File: src/rtl/dyn_mix_sequencer.sv
// Frame sequencer: kicks dynamics_calc once per sample tick, latches its eight
// voice outputs, accumulates the enabled voices and emits one saturated mix sample.
module dyn_mix_sequencer #(
  parameter int unsigned TIMEOUT_CYCLES = 1024,
  parameter int unsigned MIX_SHIFT      = 0
) (
  input  logic               clk,
  input  logic               reset,
  input  logic               sample_tick,
  input  logic [7:0]         voice_enable,
  input  logic               calc_ready,
  input  logic signed [15:0] calc_out1,
  input  logic signed [15:0] calc_out2,
  input  logic signed [15:0] calc_out3,
  input  logic signed [15:0] calc_out4,
  input  logic signed [15:0] calc_out5,
  input  logic signed [15:0] calc_out6,
  input  logic signed [15:0] calc_out7,
  input  logic signed [15:0] calc_out8,
  input  logic               clear_flags,
  output logic               calc_start,
  output logic signed [15:0] mix_out,
  output logic               mix_valid,
  output logic               busy,
  output logic               overrun,
  output logic               timeout
);

  typedef enum logic [2:0] {S_IDLE, S_START, S_WAIT, S_ACC, S_OUT} state_t;

  localparam logic [15:0] TO_LAST = 16'(TIMEOUT_CYCLES - 1);

  state_t             state_q, state_d;
  logic [7:0][15:0]   voice_q, voice_d;
  logic [7:0]         en_q, en_d;
  logic [2:0]         idx_q, idx_d;
  logic [15:0]        cnt_q, cnt_d;
  logic signed [18:0] acc_q, acc_d;
  logic signed [15:0] mix_q, mix_d;
  logic               ovr_q, ovr_d;
  logic               to_q, to_d;

  logic signed [18:0] addend;
  logic signed [18:0] acc_sum;
  logic signed [18:0] shifted;
  logic signed [15:0] sat;

  always_ff @(posedge clk or negedge reset) begin
    if (!reset) begin
      state_q <= S_IDLE;
      voice_q <= '0;
      en_q    <= '0;
      idx_q   <= '0;
      cnt_q   <= '0;
      acc_q   <= '0;
      mix_q   <= '0;
      ovr_q   <= 1'b0;
      to_q    <= 1'b0;
    end else begin
      state_q <= state_d;
      voice_q <= voice_d;
      en_q    <= en_d;
      idx_q   <= idx_d;
      cnt_q   <= cnt_d;
      acc_q   <= acc_d;
      mix_q   <= mix_d;
      ovr_q   <= ovr_d;
      to_q    <= to_d;
    end
  end

  // The last voice is folded in on the same edge that registers the result.
  always_comb begin
    addend  = en_q[idx_q] ? {{3{voice_q[idx_q][15]}}, voice_q[idx_q]} : '0;
    acc_sum = acc_q + addend;
    shifted = acc_sum >>> MIX_SHIFT;
    if (shifted > 19'sd32767)
      sat = 16'sh7FFF;
    else if (shifted < -19'sd32768)
      sat = 16'sh8000;
    else
      sat = shifted[15:0];
  end

  always_comb begin
    state_d    = state_q;
    voice_d    = voice_q;
    en_d       = en_q;
    idx_d      = idx_q;
    cnt_d      = cnt_q;
    acc_d      = acc_q;
    mix_d      = mix_q;
    ovr_d      = ovr_q;
    to_d       = to_q;
    calc_start = 1'b0;
    mix_valid  = 1'b0;

    if (clear_flags) begin
      ovr_d = 1'b0;
      to_d  = 1'b0;
    end
    if (sample_tick && (state_q != S_IDLE))
      ovr_d = 1'b1;

    case (state_q)
      S_IDLE: begin
        if (sample_tick)
          state_d = S_START;
      end
      S_START: begin
        calc_start = 1'b1;
        cnt_d      = '0;
        state_d    = S_WAIT;
      end
      S_WAIT: begin
        if (calc_ready) begin
          voice_d = {calc_out8, calc_out7, calc_out6, calc_out5,
                     calc_out4, calc_out3, calc_out2, calc_out1};
          en_d    = voice_enable;
          acc_d   = '0;
          idx_d   = '0;
          state_d = S_ACC;
        end else if (cnt_q == TO_LAST) begin
          to_d    = 1'b1;
          mix_d   = '0;
          state_d = S_OUT;
        end else begin
          cnt_d = cnt_q + 16'd1;
        end
      end
      S_ACC: begin
        acc_d = acc_sum;
        idx_d = idx_q + 3'd1;
        if (idx_q == 3'd7) begin
          mix_d   = sat;
          state_d = S_OUT;
        end
      end
      S_OUT: begin
        mix_valid = 1'b1;
        state_d   = S_IDLE;
      end
      default: state_d = S_IDLE;
    endcase
  end

  assign busy    = (state_q != S_IDLE);
  assign mix_out = mix_q;
  assign overrun = ovr_q;
  assign timeout = to_q;

endmodule
File: config.mk
export PLATFORM = sky130hd
export DESIGN_NAME = dyn_mix_sequencer
export DESIGN_NICKNAME = d
export VERILOG_FILES = /design/src/rtl/dyn_mix_sequencer.sv
export SDC_FILE = /design/constraint.sdc
export NUM_CORES = 1
export LEC_CHECK = 0
export BUFFER_PORTS_ARGS = -buffer_cell sky130_fd_sc_hd__buf_2
export CORE_MARGIN = 2
export CORE_UTILIZATION = 51
export DETAILED_ROUTE_END_ITERATION = 7
export GPL_TIMING_DRIVEN = 0
export PLACE_DENSITY = 0.73
export SETUP_SLACK_MARGIN = 0.1
export SYNTH_ARGS = -nofsm -noshare
export SYNTH_HDL_FRONTEND = slang
export SYNTH_SLANG_ARGS = --single-unit
File: constraint.sdc
create_clock -name clk -period 5.1 [get_ports clk]
set_input_delay 0.255 -clock clk [delete_from_list [all_inputs] [get_ports clk]]
set_output_delay 0.255 -clock clk [all_outputs]
set_load 0.01 [all_outputs]
==> reports/results.ini, run 1 <==
[outcome]
status=finished clean

[floorplan]
fp-row-count=50
dieArea_mm2=0.0198
fp.dieW_um=141
coreArea_mm2=0.0185
die_h_um=141
start_util=0.515
pin_count=162

[finish]
regArea_mm2=0.00488
layout_commonest_cell=nand2_1
final_cell_mix=458 x nand2_1, 195 x dfrtp_1, 165 x buf_2
drive_gt1_frac=0.206
area_growth_pct=23.0
fin_area_mm2=0.0117
finalNetCount=1398
fin_util=0.634
fill_cells=1550
multi_input_area_mm2=0.00439
instances_no_fill=1481
insertedDiodeCount=0

[critical_path]
r2r_start=idx_q[1]
ff2ff_path_depth=17
reg2reg_slack_ps=300
crit_required_ps=5430
crit_slowest_cell=mux4_2
r2r-end=mix_out[7]
end_kind=register
worstPathArrival_ps=5130
crit_chain=buf_4 -> mux4_2 -> mux2i_4 -> clkbuf_4 -> nor2_1 -> ha_1 -> fa_1 -> a211oi_2 -> o211ai_1 -> a221oi_2 -> o21ai_0 -> xnor2_1 -> o31ai_1 -> and2_4 -> buf_6 -> buf_8 -> a221o_1
critPathKind=reg2reg
startpoint_type=register
max_stage_delay_ps=550
critPathMaxFanout=10

[route]
drt-total-wl_um=24900
wl_per_cell_um=16.8
drt_iter0_drc=529
drc_errors=0
firstDrtPassIters=6
vias_per_cell=5.38
antenna_left=0
vias=7964

[timing]
hold_violations=0
setup_tns_ps=0
fin_crit_ps=4800
fin_crit_sh=0.941
final.setup.worst_slack_ps=300
slew_headroom=0.361
holdWs_ps=2.84
finalClockSkew_ps=13.8
drv_slew=0
rsz0062_at_grt=false
setup_violations=0
worstMarginPinSlew_ps=957
timing.fmax_ghz=0.208

[logic_synthesis]
ys_ff_latch=195
syn_area_mm2=0.00954
yosys_most_used_dff=dfrtp_1
synth_edf_count=0
syn_nets=1175
syn_avg_cell_area_um2=9.43
yosysWarnings=0
synth_cell_types=55
syn-instance-count=1012
postSynth.asyncResetShare=1.00
ys_seq_area_frac=0.511

[clock_network]
htreeDepth=4
clock_sinks=195
clk_latency_ps=450
cts_tree=done
clk_path_buf_depth=2
cts_made_buffers=17
clk_pin_slew_ps=70
cts_root_buf=clkbuf_16

[hold_path]
holdCritStartpoint=calc_out8[10]
hold_depth=3
min_to=voice_q[122]
hp-class=in2reg

[pwr]
p_leak_nw=6.07
p_per_area_mw_per_mm2=594
peakVddDrop_mv=0.319
power.total_mw=6.97

[global_route]
grt_pass1_wl_um=39700
grt_start_max_net_pins=103
antenna_found_initial=0
first_global_vias=7909
grt_overflow=0
globalRouteTotalUtil=0.260

[place]
place_area_mm2=0.0107
io_buffer_count=161
routabilityCongestion=0.876
hpwl_um=18000
dp_cells=1408
dp_slack_ps=-446

[flow_run]
maxCapViolations=0

-- per-layer routing --
| layer | up-vias | wire length (um) | GRT usage |
|---|---|---|---|
| li1 | 3803 | - | - |
| met1 | 3850 | 10800 | 0.345 |
| met2 | 283 | 12300 | 0.443 |
| met3 | 28 | 1380 | 0.0465 |
| met4 | 0 | 435 | 0.0732 |
| met5 | - | 0 | 0 |
-- sequential cells by signal, summed over array words and instances (netlist names), 3 cells and up --
signal and cells:
acc_q 19, mix_out 16, voice_q 128, cnt_q 16, state_q 3, idx_q 3
en_q 8
-- power by group --
part / switching (mW) / total (mW) / internal [mW] / leakage (nW)
registers: 0.351 / 2.53 / 2.18 / 2.48
clock network: 0.659 / 1.36 / 0.699 / 0.282
logic: 1.78 / 3.09 / 1.31 / 3.31
total: 2.79 / 6.97 / 4.18 / 6.07
-- kinds of logic (layout without fill, tap and decap cells) --
group | count (synthesis) | in the layout | synth area share
mux | 53 | 53 | 0.101
xor+xnor | 30 | 30 | 0.0275
fa+ha+maj | 22 | 22 | 0.0296
simple gates | 570 | 570 | 0.242
compound gates | 78 | 78 | 0.0591
flops | 195 | 195 | 0.511
buf+inv | 64 | 299 | 0.0298
-- timing repair --
action	in CTS	in global routing
gates resized for setup	12	13
buffers inserted	0	0
setup endpoints to repair	15	15
hold endpoints to repair	133	1
hold buffers	41	1
-- cell usage after synthesis, types with 4 or more instances --
library cell  instances  area share
a211oi_1              5      0.0039
a21o_1                7      0.0055
a21oi_1              12      0.0063
a221o_1              14       0.015
and2_1                4      0.0026
and3_1                5      0.0033
buf_1                 9      0.0035
buf_2                 5      0.0026
clkbuf_1             38       0.015
dfrtp_1             195        0.51
ha_1                 21       0.028
inv_1                 6      0.0024
mux2i_1              17       0.018
mux4_2               34       0.080
nand2_1             458        0.18
nand3_1              29       0.015
nand4_1               6      0.0039
nor2_1               37       0.015
nor2b_1               5      0.0033
nor3_1                8      0.0042
o21ai_0              15      0.0079
xnor2_1              15       0.014
xor2_1               15       0.014
-- layout make-up --
class / instances / share of cell area
plain buffers: 58 / 0.0246
clock buffers: 17 / 0.0362
clock inverters: 14 / 0.0147
inverters: 6 / 0.00192
multi-input cells: 753 / 0.374
flip-flops and latches: 195 / 0.416
well taps: 234 / 0.0249
repair buffers: 204 / 0.108
-- worst max-delay path: cells and delay by family, from the launching register on --
family,cells,cell delay (ps)
compound gates,6,1550
mux,2,830
buf+inv,4,730
fa+ha+maj,2,670
flops,1,360
xor+xnor,1,280
simple gates,2,270
-- worst max-delay path by stage --
stage | startpoint | endpoint | slack, ps | cells after the start
2_1_floorplan | idx_q[0] | mix_out[10] | 440 | 17
3_3_place_gp | idx_q[0] | mix_out[8] | -350 | 17
3_5_place_dp | idx_q[0] | mix_out[7] | -450 | 17
4_1_cts | idx_q[1] | mix_out[7] | 120 | 17
5_1_grt | idx_q[1] | mix_out[7] | 110 | 17
6_report | idx_q[1] | mix_out[7] | 300 | 17
Power figures use the tool's default switching activity.
==> run 2, diff against run 1 <==
--- a/config.mk
+++ b/config.mk
@@ -6,6 +6,7 @@
 export NUM_CORES = 1
 export LEC_CHECK = 0
 export BUFFER_PORTS_ARGS = -buffer_cell sky130_fd_sc_hd__buf_2
+export CORE_ASPECT_RATIO = 1.75
 export CORE_MARGIN = 2
 export CORE_UTILIZATION = 51
 export DETAILED_ROUTE_END_ITERATION = 7
==> run 2 against run 1 <==
- flip-flop and latch count did not move
- first-iteration DRC count rose by 2.1%
- largest cell class unchanged
- clock power barely moved
- non-clock buffer count fell by 10
- critical path type unchanged
- cell count fell by 0.41%
- register-to-register slack improved by 20 ps
==> reports/results.ini, run 2 (same netlist as run 1, synthesis figures left out) <==
[finish]
top_register=voice_q
reg_top3=voice_q x128, acc_q x19
fin_util=0.630  ; -0.00418
insertedDiodeCount=0  ; unchanged
finalNetCount=1388  ; -0.72%
layout_commonest_cell=nand2_1
largest_reg_flops=128  ; unchanged
final_cell_mix=458 x nand2_1, 195 x dfrtp_1, 166 x buf_2
drive_gt1_frac=0.209  ; +0.00247
fill_cells=1638  ; +5.7%
instances_no_fill=1475  ; -0.41%
area_growth_pct=22.1

[outcome]
status=finished clean

[critical_path]
end_kind=register
crit_required_ps=5430  ; about the same
startpoint_type=register
critPathKind=reg2reg
critPathMaxFanout=10  ; unchanged
worstPathArrival_ps=5100  ; -30 ps

[timing]
setup_violations=0  ; unchanged
hold_violations=0  ; unchanged
fin_crit_sh=0.937  ; -0.00400
timing.fmax_ghz=0.209  ; +0.43%
rsz0062_at_grt=false
drv_slew=0  ; unchanged
fin_crit_ps=4780  ; -20.4 ps
finalClockSkew_ps=10.1  ; -3.77 ps
holdWs_ps=5.91  ; +3.06 ps
final.setup.worst_slack_ps=321  ; +20.4 ps
worstMarginPinSlew_ps=913  ; -43.2 ps
slew_headroom=0.390  ; +0.0289

[clock_network]
clock_sinks=195  ; unchanged
clk_path_buf_depth=2  ; unchanged
clk_latency_ps=440  ; about the same
cts_root_buf=clkbuf_16
htreeDepth=4  ; unchanged
cts_tree=done
clk_pin_slew_ps=70  ; about the same
cts_made_buffers=17  ; unchanged

[route]
wl_per_cell_um=17.2  ; +2.5%
drt_iter0_drc=540  ; +2.1%
drt-total-wl_um=25400  ; +2.1%
drc_errors=0  ; unchanged
vias=7934  ; -0.38%
vias_per_cell=5.38  ; about the same
antenna_left=0  ; unchanged
firstDrtPassIters=5  ; -1

[flow_run]
maxCapViolations=0  ; unchanged

[place]
io_buffer_count=161  ; unchanged
routabilityCongestion=0.875  ; -0.10%
hpwl_um=19300  ; +7.1%
dp_slack_ps=-542  ; -96.3 ps
dp_cells=1412  ; +0.28%

[floorplan]
start_util=0.516  ; +0.000558
dieArea_mm2=0.0199  ; +0.22%
fp.dieW_um=107  ; -24%
pin_count=162  ; unchanged
coreArea_mm2=0.0185  ; -0.11%
fp-row-count=66  ; +32%
die_h_um=185  ; +31%

[pwr]
power.total_mw=6.96  ; -0.16%
peakVddDrop_mv=0.343  ; +7.3%
swShare=0.387  ; -0.0125
p_leak_nw=6.04  ; -0.54%
p_int_mw=4.26  ; +1.9%
p_clk_frac=0.198  ; +0.003
switching_power_mw=2.70  ; -3.3%
pwr-share-seq=0.363  ; about the same
combPwrFrac=0.439  ; -0.004
p_per_area_mw_per_mm2=598  ; +0.61%

[global_route]
globalRouteTotalUtil=0.269  ; +0.00875
antenna_found_initial=0  ; unchanged
first_global_vias=8043  ; +1.7%
grt_start_max_net_pins=99  ; -3.9%
grt_pass1_wl_um=40200  ; +1.2%
grt_overflow=0  ; unchanged

[hold_path]
hp-class=in2reg

## run 2: cell types whose count changed in the layout (fill, tap and decap cells not counted), sizes merged
cell / before / now
clkinvlp: 3 / 2
dlygate4sd3: 42 / 31
clkinv: 4 / 7
buf: 180 / 181
bufinv: 1 / 3
inv: 12 / 7
clkdlybuf4s15: 0 / 1
## run 2: power groups by stage
stage | Sequential (mW) | Combinational (mW) | Clock [mW]
after floorplan | 2.45 | 2.20 | 0
after global routing | 2.60 | 3.43 | 1.45
after detailed placement | 2.55 | 2.99 | 0
final | 2.53 | 3.06 | 1.38
after CTS | 2.52 | 3.05 | 1.40
after global placement | 2.51 | 2.91 | 0
## run 2: stage by stage
step                      cell area (um2)  TNS (ps)
after floorplan                      9540         0
after global placement              10600     -6520
after detailed placement            10700     -7100
after CTS                           11600         0
after global routing                11600         0
final                               11600         0
## run 2: worst paths after layout
| check | depth (start not counted) | end | slack, ps | startpoint |
|---|---|---|---|---|
| hold / removal | 3 | voice_q[35] | 6 | calc_out3[3] |
| max in group asynchronous | 3 | voice_q[89] | 3700 | reset |
| setup / recovery | 17 | mix_out[11] | 320 | idx_q[1] |
| min in group asynchronous | 2 | mix_out[15] | 440 | reset |
| hold reg to reg | 2 | voice_q[40] | 470 | voice_q[40] |
| setup reg to reg | 17 | mix_out[11] | 320 | idx_q[1] |
## run 2: layer usage
layer / part of all wire / up-vias / wire length, um / GRT usage
li1: - / 3786 / - / -
met1: 0.37 / 3832 / 9480 / 0.307
met2: 0.55 / 259 / 13900 / 0.492
met3: 0.045 / 57 / 1150 / 0.0408
met4: 0.034 / 0 / 874 / 0.116
met5: 0 / - / 0 / 0
## run 2: area by class of cell
class,count,area [um2],area share
multi-input combinational,753,4390,0.377
inverter,6,22.5,0.00193
clock buffer,18,439,0.0377
sequential,195,4880,0.419
clock inverter,13,160,0.0138
timing repair buffer,194,1160,0.0997
buffer,58,295,0.0254
tap,238,298,0.0256
## run 2: timing repair
action / in CTS / in global routing
setup endpoints to repair: 15 / 15
setup buffers: 0 / 1
hold endpoints to repair: 127 / 0
gates cloned: 0 / 0
gates resized for setup: 18 / 10
pin swaps: 0 / 1
hold buffers: 31 / 0
## run 2: worst max-delay path, cell delays in order (launching register included)
cell and delay (ps):
dfrtp_1 360, buf_4 200, mux4_2 540, mux2i_4 270, clkbuf_4 280, nor2_1 80
ha_1 210, fa_1 440, a211oi_2 320, o211ai_1 150, a221oi_2 400, o21ai_0 170
xnor2_1 280, o31ai_1 170, and2_4 190, buf_6 120, buf_8 130, a221o_1 340
